==> config.mk <==
export PLATFORM = sky130hd
export DESIGN_NAME = pulse_former_handshake
export DESIGN_NICKNAME = d
export VERILOG_FILES = /design/src/rtl/pulse_former_pkg.sv /design/src/rtl/pulse_former_handshake_phase_counter.sv /design/src/rtl/pulse_former_handshake.sv
export SDC_FILE = /design/constraint.sdc
export NUM_CORES = 1
export LEC_CHECK = 0
export CAP_MARGIN = 10
export CORE_MARGIN = 2
export CORE_UTILIZATION = 45
export DETAILED_ROUTE_END_ITERATION = 7
export GPL_TIMING_DRIVEN = 1
export PLACE_DENSITY = 0.67
export SLEW_MARGIN = 10
export SYNTH_ARGS = -nofsm -noshare
export SYNTH_HDL_FRONTEND = slang
export SYNTH_SLANG_ARGS = --single-unit
==> constraint.sdc <==
create_clock -name clock -period 2.7 [get_ports clock]
set_input_delay 0.54 -clock clock [delete_from_list [all_inputs] [get_ports clock]]
set_output_delay 0.54 -clock clock [all_outputs]
set_load 0.01 [all_outputs]
==> src/rtl/pulse_former_pkg.sv <==
// Shared widths, reset length and handshake state encoding for the pulse former.
package pulse_former_pkg;

    localparam int unsigned W        = 8;
    localparam int unsigned INIT_LEN = 6;

    typedef enum logic [1:0] {
        IDLE     = 2'd0,
        REQ      = 2'd1,
        WAIT_EOC = 2'd2,
        DONE     = 2'd3
    } hs_state_t;

    // A zero sample would give an empty phase; clamp it to one cycle.
    function automatic logic [W-1:0] fix_len(input logic [W-1:0] v);
        return (v == '0) ? W'(1) : v;
    endfunction

endpackage

==> src/rtl/pulse_former_handshake_phase_counter.sv <==
// Down-counter timing one half-period; expire is high while the count reads zero.
module phase_counter
    import pulse_former_pkg::*;
(
    input  logic         clock,
    input  logic         reset_,
    input  logic         load,
    input  logic [W-1:0] len,
    output logic         expire
);

    logic [W-1:0] cnt;

    // Reload on each toggle, otherwise count down and park at zero while a phase is stretched.
    always_ff @(posedge clock) begin
        if (reset_) begin
            cnt <= W'(INIT_LEN - 1);
        end else if (load) begin
            cnt <= len - W'(1);
        end else if (cnt != '0) begin
            cnt <= cnt - W'(1);
        end
    end

    assign expire = (cnt == '0);

endmodule

==> src/rtl/pulse_former_handshake.sv <==
// Square-wave generator whose half-period comes from a sample fetched over soc/eoc.
module pulse_former_handshake
    import pulse_former_pkg::*;
(
    input  logic         clock,
    input  logic         reset_,
    input  logic [W-1:0] numero,
    input  logic         eoc,
    output logic         out,
    output logic         soc
);

    hs_state_t    state;
    hs_state_t    state_next;
    logic [W-1:0] len;
    logic [W-1:0] sample_reg;
    logic [W-1:0] load_len;
    logic         soc_next;
    logic         out_next;
    logic         cnt_load;
    logic         take_sample;
    logic         reload_len;
    logic         expire;

    phase_counter u_phase_counter (
        .clock  (clock),
        .reset_ (reset_),
        .load   (cnt_load),
        .len    (load_len),
        .expire (expire)
    );

    // Handshake state register.
    always_ff @(posedge clock) begin
        if (reset_) begin
            state <= IDLE;
        end else begin
            state <= state_next;
        end
    end

    // Handshake sequencing and phase toggling; a high phase only ends once the sample is in.
    always_comb begin
        state_next  = state;
        soc_next    = 1'b0;
        take_sample = 1'b0;
        reload_len  = 1'b0;
        out_next    = out;
        cnt_load    = 1'b0;

        case (state)
            IDLE: begin
                if (!out && expire) begin
                    soc_next   = 1'b1;
                    state_next = REQ;
                end
            end
            REQ: begin
                // The converter must drop eoc before a new value is accepted.
                if (eoc) begin
                    soc_next = 1'b1;
                end else begin
                    state_next = WAIT_EOC;
                end
            end
            WAIT_EOC: begin
                if (eoc) begin
                    take_sample = 1'b1;
                    state_next  = DONE;
                end
            end
            DONE: begin
                if (out && expire) begin
                    reload_len = 1'b1;
                    state_next = IDLE;
                end
            end
            default: state_next = IDLE;
        endcase

        if (!out && expire) begin
            out_next = 1'b1;
            cnt_load = 1'b1;
        end
        if (reload_len) begin
            out_next = 1'b0;
            cnt_load = 1'b1;
        end

        // The counter must see the new length on the very edge that installs it.
        load_len = reload_len ? sample_reg : len;
    end

    // Output flops plus the period-length and sample registers.
    always_ff @(posedge clock) begin
        if (reset_) begin
            out        <= 1'b0;
            soc        <= 1'b0;
            len        <= W'(INIT_LEN);
            sample_reg <= W'(INIT_LEN);
        end else begin
            out <= out_next;
            soc <= soc_next;
            if (take_sample) begin
                sample_reg <= fix_len(numero);
            end
            if (reload_len) begin
                len <= sample_reg;
            end
        end
    end

endmodule

==> impl_metrics.yaml, run 1 <==
run_status:
  status: "complete, no violations"
floorplan:
  num_rows: 21
  initial_core_util_pct: 46.4
  die_w_um: 62.2
  core_area_um2: 3280
  die-area_um2: 3870
  die_h_um: 62.2
  ios: 13
timing:
  hold_slack_ps: 473
  timing.final.crit_share_pct: 92.4
  hold_violations: 0
  maxSlewViolCount: 0
  skew_ps: 3.22
  setup_viol: 0
  setup_tns_ps: 0
  min_period_ps: 2500
  maxSlewHeadroom_pct: 57.4
  layout_setup_ws_ps: 204
  max_freq_mhz: 401
  tightest_slew_ps: 633
worst_setup_path:
  path_cells: "ha_1 -> nand3_1 -> o21ai_0 -> a21oi_1 -> ha_1 -> or3b_2 -> or3_1 -> o311ai_2 -> a31oi_1"
  worstSetupEndpointType: "flip-flop"
  slowest_stage: "or3b_2"
  crit_arrival_ps: 2730
  crit_path_frequent_cell: "ha_1"
  path_class: "reg2reg"
  critPathTopFamily: "simple AND/OR/NAND/NOR gates"
  crit_fanout: 4
  r2r_slack_ps: 200
  cp.required_ps: 2940
  max_stage_delay_ps: 500
  rr_worst_depth: 9
  critPathBufInv: 0
  regToRegStartpoint: "state[0]"
  r2r-end: "u_phase_counter.cnt[6]"
  crit_path_start_kind: "flip-flop"
clock_network:
  cts_hold_buf: 0
  post_cts_buffers: 0
  tritoncts: "yes"
  clkTransAtPathRegs_ps: 150
  cts_root_buf: "clkbuf_4"
  clock_sinks: 28
  clk-insertion-delay-late_ps: 330
  cts_buffer_depth: 2
  htree_levels: 1
  cts_buffers: 3
layout:
  nNetsFinal: 226
  layout-area-overhead-vs-synth_pct: 14.1
  drive_above_1_share_pct: 9.57
  n_antenna_cell: 0
  num-fill-cells: 333
  final_cells: 255
logic_synthesis:
  yosysSeqAreaShare_pct: 36.8
  syn_inst: 199
  synth-async-reset-ratio_pct: 0
  netlist_area_um2: 1520
  synth_top_area_share_pct: 36.8
  synth_cell_types: 44
  ys.flop_type: "dfxtp_1"
  synth-seq-cells: 28
  synth_largest_area_cell: "dfxtp_1"
  synth_edf_count: 0
  avgSynthCellArea_um2: 7.65
  synth_area_leaders: "dfxtp_1 37%, nand2_1 9.6%, a21oi_1 6.6%, ha_1 4.1%, nor2_1 3.7%"
  synth_nets: 215
  yosys_warnings: 0
grt:
  grt_pass1_vias: 1418
  grt_max_degree: 29
  grt.total_usage_pct: 19.4
  grt-ovfl-total: 0
  grt_pass1_wl_um: 6260
  antenna_found_initial: 0
power:
  power_density_nw_per_um2: 525
  peakVddDrop_mv: 0.267
  p_leak_nw: 0.581
min_path:
  hold_depth: 2
  holdPathEnd: "len[7]"
  min_from: "len[7]"
  hp-class: "reg2reg"
detailed_routing:
  post_drt_via_cell_ratio: 5.67
  first_pass_iters: 4
  drt_wl_total_um: 3470
  antenna_left: 0
  wire_per_inst_um: 13.6
  drtIter0Drc: 74
  drc_errors: 0
  num_vias: 1446
run:
  maxCapViolCount: 0
placement:
  gp_congestion: 0.837
  dp_cells: 251
  io_buffers: 12
  detailedPlace.worstSlack_ps: 214
  dp_hpwl_um: 2630
-- Yosys cell counts (all sizes together), types with 3 or more instances --
cell	n
nand3b	5
inv	8
o21bai	6
nand3	9
ha	5
clkbuf	3
buf	7
nor2	16
nand2	39
o211ai	3
nor3	6
nand4	3
dfxtp	28
a21oi	23
nor4	3
o21ai	11
-- cells in the final DEF (no fill, tap or decap), types with 2 or more instances in the layout --
cell and instances:
nand2_1 39, dfxtp_1 28, a21oi_1 20, nor2_1 15
clkdlybuf4s50_1 12, o21ai_0 10, inv_1 8, nand3_1 8
nor3_1 6, nand3b_1 5, o21bai_1 5, ha_1 5
buf_4 4, nor4_1 3, o211ai_1 3, nand4_1 3
a21oi_2 3, clkbuf_4 3, or4_4 2, a31oi_1 2
nor2b_1 2, a311oi_1 2
-- per-stage QoR --
| step | instance area [µm²] | util (%) | total power [mW] |
|---|---|---|---|
| after floorplan | 1520 | - | 0.581 |
| after global placement | 1680 | 51.1 | 0.626 |
| after detailed placement | 1680 | 51.1 | 0.637 |
| after CTS | 1730 | 52.7 | 0.913 |
| after global routing | 1740 | 52.9 | 0.959 |
| final | 1740 | 52.9 | 0.912 |
-- worst min-delay path, stage by stage, from the launching register on --
cell,delay (ps)
dfxtp_1,340
nand2_1,50
a21oi_1,50
-- worst max path at each step --
stage,startpoint,end,slack [ps],cells past startpoint
after floorplan,out,u_phase_counter.cnt[6],40,10
after CTS,state[0],u_phase_counter.cnt[6],180,9
after global placement,state[0],u_phase_counter.cnt[6],320,9
after global routing,state[0],u_phase_counter.cnt[6],-8,9
final,state[0],u_phase_counter.cnt[6],200,9
after detailed placement,state[0],u_phase_counter.cnt[6],210,9
-- layer usage --
layer	vias to the layer above	wire (µm)	share of wire (%)	global-route usage, %
li1	722	-	-	-
met1	674	1490	43	23.8
met2	44	1780	51	33.4
met3	6	159	4.6	3.26
met4	0	43	1.2	8.89
met5	-	0	0	0
-- kinds of logic (layout without fill, tap and decap cells) --
family	after synthesis	after routing	synth area share, %
and+or+nand+nor	91	91	29.2
AOI/OAI and AO/OA	55	55	23.3
DFF	28	28	36.8
buffers and inverters	18	28	5.42
adders and majority gates	5	5	4.11
xor gates and xnor gates	1	1	0.575
muxes	1	1	0.657
-- final cells by class --
cell class	count	area, µm²	share of cell area, %
Clock buffer	3	22.5	1.30
Clock inverter	1	30.0	1.73
Inverter	8	30.0	1.73
Multi-Input combinational cell	153	887	51.0
Sequential cell	28	561	32.3
Tap cell	46	57.6	3.31
Timing Repair Buffer	16	150	8.64
-- what timing repair did --
action	in CTS	in global routing
setup endpoints to repair	0	1
resized for setup	0	1
endpoints found under the hold margin	0	0
-- where the power goes --
part	switching [mW]	total, mW	internal [mW]	leakage [nW]
Sequential	0.0249	0.461	0.436	0.227
Combinational	0.0936	0.172	0.0781	0.327
Clock	0.129	0.280	0.150	0.0279
Total	0.248	0.912	0.665	0.581
Note: power is estimated with default switching activity, not from simulation.
==> run 2: changes to the inputs <==
CORE_MARGIN = 4   (was 2)
==> run 2 against run 1 <==
Compared with the run above: die area grew 13%; clock power is essentially flat; fmax grew 1.9%; flip-flop and latch count is the same; non-clock buffer count shrank 1; worst setup slack gained 47 ps; critical endpoint unchanged; largest cell class unchanged; largest power group unchanged.
==> impl_metrics.yaml, run 2 (same netlist as run 1, synthesis figures left out) <==
run_status:
  status: "complete, no violations"
layout:
  num-fill-cells: 343
  fin_area_um2: 1720
  final_cells: 252
  drive_above_1_share_pct: 8.65
  layout-area-overhead-vs-synth_pct: 13.0
  final_common_cell: "nand2_1"
  layout_common_cells: "39 x nand2_1, 28 x dfxtp_1, 20 x a21oi_1, 15 x nor2_1, 12 x clkdlybuf4s50_1"
  nNetsFinal: 225
  n_antenna_cell: 0
placement:
  detailedPlace.worstSlack_ps: 270
  io_buffers: 12
  dp_cells: 248
  dp_hpwl_um: 2600
  gp_congestion: 0.844
  postPlaceCellArea_um2: 1670
power:
  p_leak_nw: 0.576
  power_uw: 910
  power_density_nw_per_um2: 529
  peakVddDrop_mv: 0.239
timing:
  maxSlewViolCount: 0
  setup_viol: 0
  setup_tns_ps: 0
  layout_setup_ws_ps: 251
  max_freq_mhz: 408
  rsz0062_at_grt: "no"
  min_period_ps: 2450
  tightest_slew_ps: 589
  maxSlewHeadroom_pct: 60.4
  hold_violations: 0
  skew_ps: 4.65
  timing.final.crit_share_pct: 90.7
run:
  maxCapViolCount: 0
worst_setup_path:
  crit_fanout: 4
  regToRegStartpoint: "state[0]"
  r2r_slack_ps: 250
  slowest_stage: "or3b_2"
  path_class: "reg2reg"
  max_stage_delay_ps: 500
  cp.required_ps: 2920
  critPathBufInv: 0
  path_cells: "ha_1 -> nand3_1 -> o21ai_0 -> a21oi_1 -> ha_1 -> or3b_2 -> or3_1 -> o311ai_1 -> a31oi_1"
  crit_start: "state[0]"
  crit_path_start_kind: "flip-flop"
  crit_path_frequent_cell: "ha_1"
  crit_arrival_ps: 2670
  worstSetupEndpointType: "flip-flop"
  critPathTopFamily: "simple AND/OR/NAND/NOR gates"
floorplan:
  die_h_um: 66.2
  num_rows: 20
  die-area_um2: 4380
  initial_core_util_pct: 48.3
  ios: 13
  die_w_um: 66.2
  core_area_um2: 3150
min_path:
  min_from: "len[7]"
  hp-class: "reg2reg"
clock_network:
  cts_hold_buf: 0
  cts_root_buf: "clkbuf_4"
  cts_buffers: 3
  clkTransAtPathRegs_ps: 160
  cts_buffer_depth: 2
  ctsResizeCount: 0
  post_cts_buffers: 0
  htree_levels: 1
  clock_sinks: 28
  clk-insertion-delay-late_ps: 330
  tritoncts: "yes"
grt:
  grt_pass1_wl_um: 5620
  antenna_found_initial: 0
  grt_pass1_vias: 1243
  grt_max_degree: 24
  grt.total_usage_pct: 16.2
  grt-ovfl-total: 0
detailed_routing:
  drtIter0Drc: 94
  wire_per_inst_um: 13.5
  num_vias: 1383
  first_pass_iters: 4
  antenna_left: 0
  drt_wl_total_um: 3390
  post_drt_via_cell_ratio: 5.49
  drc_errors: 0
run 2: final cells by class:
class | instances | area (µm²) | area share, %
well taps | 44 | 55.1 | 3.20
clock buffers | 3 | 22.5 | 1.31
multi-input cells | 153 | 880 | 51.1
inverters | 8 | 30.0 | 1.75
flip-flops and latches | 28 | 561 | 32.6
repair buffers | 15 | 143 | 8.29
clock inverters | 1 | 30.0 | 1.75
run 2: worst reg2reg max path, stage by stage (launching register included):
cell	delay (ps)
dfxtp_1	370
ha_1	230
nand3_1	80
o21ai_0	80
a21oi_1	170
ha_1	190
or3b_2	500
or3_1	360
o311ai_1	250
a31oi_1	110
run 2: per-layer routing:
metal / GRT usage [%] / up-vias / routed length [µm]
met5: 0 / - / 0
met4: 2.28 / 0 / 8
met3: 2.55 / 2 / 88
met2: 28.3 / 22 / 1610
met1: 21.4 / 641 / 1680
li1: - / 718 / -
run 2: worst paths after layout:
check / end / depth (start not counted)
worst min register to register: len[7] / 2
worst min-delay path: len[7] / 2
worst max-delay path: u_phase_counter.cnt[6] / 9
worst max register to register: u_phase_counter.cnt[6] / 9
run 2: per-stage QoR:
stage                     hold slack, ps  util, %
final                                473     54.6
after global routing                 505     54.6
after CTS                            476     54.6
after detailed placement             456     52.9
after global placement               446     52.9
after floorplan                      436        -
run 2: report_power, final:
part	total, mW	internal, mW	leakage, nW	switching [mW]
combinational	0.169	0.0778	0.321	0.0915
clock	0.279	0.150	0.0279	0.129
sequential	0.462	0.436	0.227	0.0257
total	0.910	0.664	0.576	0.246
==> run 3: changes to the inputs <==
CTS_CLUSTER_SIZE = 25   (was default)
SYNTH_HIERARCHICAL = 1   (was default)
==> run 3 against run 2 <==
Compared with the run above: cell count is 16% lower; register-to-register slack worse by 20 ps; critical path type unchanged; final area is 0.44% lower; largest cell class unchanged; non-clock buffer count is 2 higher; power is 34% higher; global-route usage is 1.0 points lower; die area is 2.7% lower; count of clock-buffer cells in the layout stayed put; first-iteration DRC count is 21% lower; worst hold slack better by 0.80 ps.
==> impl_metrics.yaml, run 3 <==
timing:
  skew_ps: 14.7
  setup_viol: 0
  hold_violations: 0
  min_period_ps: 2470
  hold_slack_ps: 474
  maxSlewViolCount: 0
  max_freq_mhz: 405
  setup_tns_ps: 0
  maxSlewHeadroom_pct: 77.8
  tightest_slew_ps: 323
  timing.final.crit_share_pct: 91.4
  rsz0062_at_grt: "no"
detailed_routing:
  top_layer_used: "met4"
  num_vias: 1087
  first_pass_iters: 4
  wire_per_inst_um: 13.0
  drt_wl_total_um: 2750
  met1_length_um: 1350
  drc_errors: 0
  wl_met3_um: 101
  antenna_left: 0
  post_drt_via_cell_ratio: 5.13
  drtIter0Drc: 74
  wl_met2_um: 1260
floorplan:
  core_area_um2: 3100
  initial_core_util_pct: 47.5
  die-area_um2: 4260
  die_w_um: 65.3
  num_rows: 20
  die_h_um: 65.3
  ios: 13
layout:
  nNetsFinal: 186
  n_antenna_cell: 0
  layout-area-overhead-vs-synth_pct: 16.1
  layout_common_cells: "28 x dfxtp_1, 19 x nand2_1, 12 x clkdlybuf4s50_1, 9 x a21oi_1, 8 x mux2_2"
  num-fill-cells: 298
  drive_above_1_share_pct: 19.6
  final_common_cell: "dfxtp_1"
  fin_area_um2: 1710
  utilization_pct: 55.2
logic_synthesis:
  synth_edf_count: 0
  synth_xor_area_share_pct: 3.56
  yosys-top-cells-count: "28 x dfxtp_1, 19 x nand2_1, 9 x a21oi_1"
  netlist_area_um2: 1480
  synth_compound_area_share_pct: 12.6
  synth_largest_area_cell: "dfxtp_1"
  synth_cell_types: 42
  avgSynthCellArea_um2: 9.64
  yosys.area_share.simple_pct: 24.4
  synth_top_area_share_pct: 38.0
  synth_area_leaders: "dfxtp_1 38%, mux2_2 6.1%, ha_1 5.1%, nand2_1 4.8%, mux2i_1 4.1%"
  synth_fa_ha_area_share_pct: 5.09
  yosys_warnings: 6
  synth-seq-cells: 28
  yosysSeqAreaShare_pct: 38.0
  yosys.cell_count.top_type: "dfxtp_1"
  synth-async-reset-ratio_pct: 0
  ys.flop_type: "dfxtp_1"
  syn_inst: 153
  synth_top_family_by_area: "simple AND/OR/NAND/NOR gates"
  muxShareOfSynthArea_pct: 12.2
  synth_nets: 170
min_path:
  min_from: "sample_reg[6]"
  hp-class: "reg2reg"
  holdPathEnd: "sample_reg[6]"
  hold_depth: 2
grt:
  grt_pass1_vias: 1097
  antenna_found_initial: 0
  grt_max_degree: 17
  grt.total_usage_pct: 15.2
  grt_pass1_wl_um: 5090
  grt-ovfl-total: 0
worst_setup_path:
  regToRegStartpoint: "u_phase_counter/cnt[4]"
  path_class: "reg2reg"
  r2r-end: "u_phase_counter/cnt[4]"
  crit_fanout: 9
  rr_worst_depth: 9
  crit_arrival_ps: 2740
  worstSetupEndpointType: "flip-flop"
  r2r_slack_ps: 230
  cp.required_ps: 2970
  crit_path_start_kind: "flip-flop"
clock_network:
  cts_buffers: 3
  clkTransAtPathRegs_ps: 160
  htree_levels: 1
  clk-insertion-delay-late_ps: 340
  clock_sinks: 28
  cts_root_buf: "clkbuf_4"
  tritoncts: "yes"
  cts_hold_buf: 0
  cts_buffer_depth: 2
power:
  peakVddDrop_mv: 0.410
  power_mw: 1.22
  power_density_nw_per_um2: 712
  swShare_pct: 31.9
  p_leak_nw: 0.600
  p_sw_uw: 389
  p_int_uw: 830
  p_comb_share_pct: 34.4
  pwr-share-seq_pct: 42.5
  power_frac_clock_pct: 23.0
placement:
  io_buffers: 12
  gp_congestion: 0.892
  postPlaceCellArea_um2: 1650
  dp_hpwl_um: 2040
run:
  maxCapViolCount: 0
run_status:
  status: "complete, no violations"
[run 3: kinds of logic after synthesis]
| group | count (synthesis) |
|---|---|
| AND/OR/NAND/NOR | 59 |
| adder cells (fa/ha/maj) | 6 |
| AO/OA/AOI/OAI | 25 |
| multiplexers | 16 |
| buffers and inverters | 13 |
| XOR/XNOR | 6 |
| flip-flops | 28 |
[run 3: worst max-delay path by stage]
stage                                 from                     end  slack [ps]
global route        u_phase_counter/cnt[4]  u_phase_counter/cnt[4]          40
CTS                 u_phase_counter/cnt[4]  u_phase_counter/cnt[4]         120
detailed placement  u_phase_counter/cnt[4]  u_phase_counter/cnt[4]         160
finish              u_phase_counter/cnt[4]  u_phase_counter/cnt[4]         230
floorplan           u_phase_counter/cnt[0]  u_phase_counter/cnt[4]         200
global placement    u_phase_counter/cnt[3]  u_phase_counter/cnt[4]         300
[run 3: timing repair]
| action | in CTS | in global routing |
|---|---|---|
| endpoints found under the setup margin | 0 | 1 |
| gates resized for setup | 0 | 2 |
| setup buffers | 0 | 1 |
[run 3: power by group through the flow]
stage	logic, mW	registers [mW]	clock network (mW)
2_1_floorplan	0.314	0.517	0
3_3_place_gp	0.390	0.522	0
3_5_place_dp	0.403	0.526	0
4_1_cts	0.407	0.517	0.289
5_1_grt	0.466	0.527	0.308
6_report	0.420	0.519	0.281
[run 3: per-stage QoR]
step | setup WS (ps) | std cells
floorplan | 196 | 153
finish | 231 | 212
detailed placement | 164 | 207
global placement | 302 | 207
global route | 35.4 | 212
CTS | 120 | 211
[run 3: area by class of cell]
class / count / area (µm²) / area share, %
clock inverter: 1 / 30.0 / 1.75
clock buffer: 3 / 22.5 / 1.31
tap: 44 / 55.1 / 3.21
timing repair buffer: 17 / 158 / 9.20
multi-input combinational: 112 / 861 / 50.3
sequential: 28 / 561 / 32.7
inverter: 7 / 26.3 / 1.53
[run 3: per-layer routing]
metal / track usage (%) / up-vias
li1: - / 563
met1: 20.3 / 506
met2: 23.9 / 14
met3: 4.44 / 4
met4: 3.89 / 0
met5: 0 / -
[run 3: critical path, stage by stage (launching register included)]
cell	delay [ps]
dfxtp_1	370
nor3_1	260
and3_4	300
nand3_4	150
mux2_2	360
mux2i_2	210
ha_2	280
nand3_1	110
xnor2_1	150
a211oi_2	210
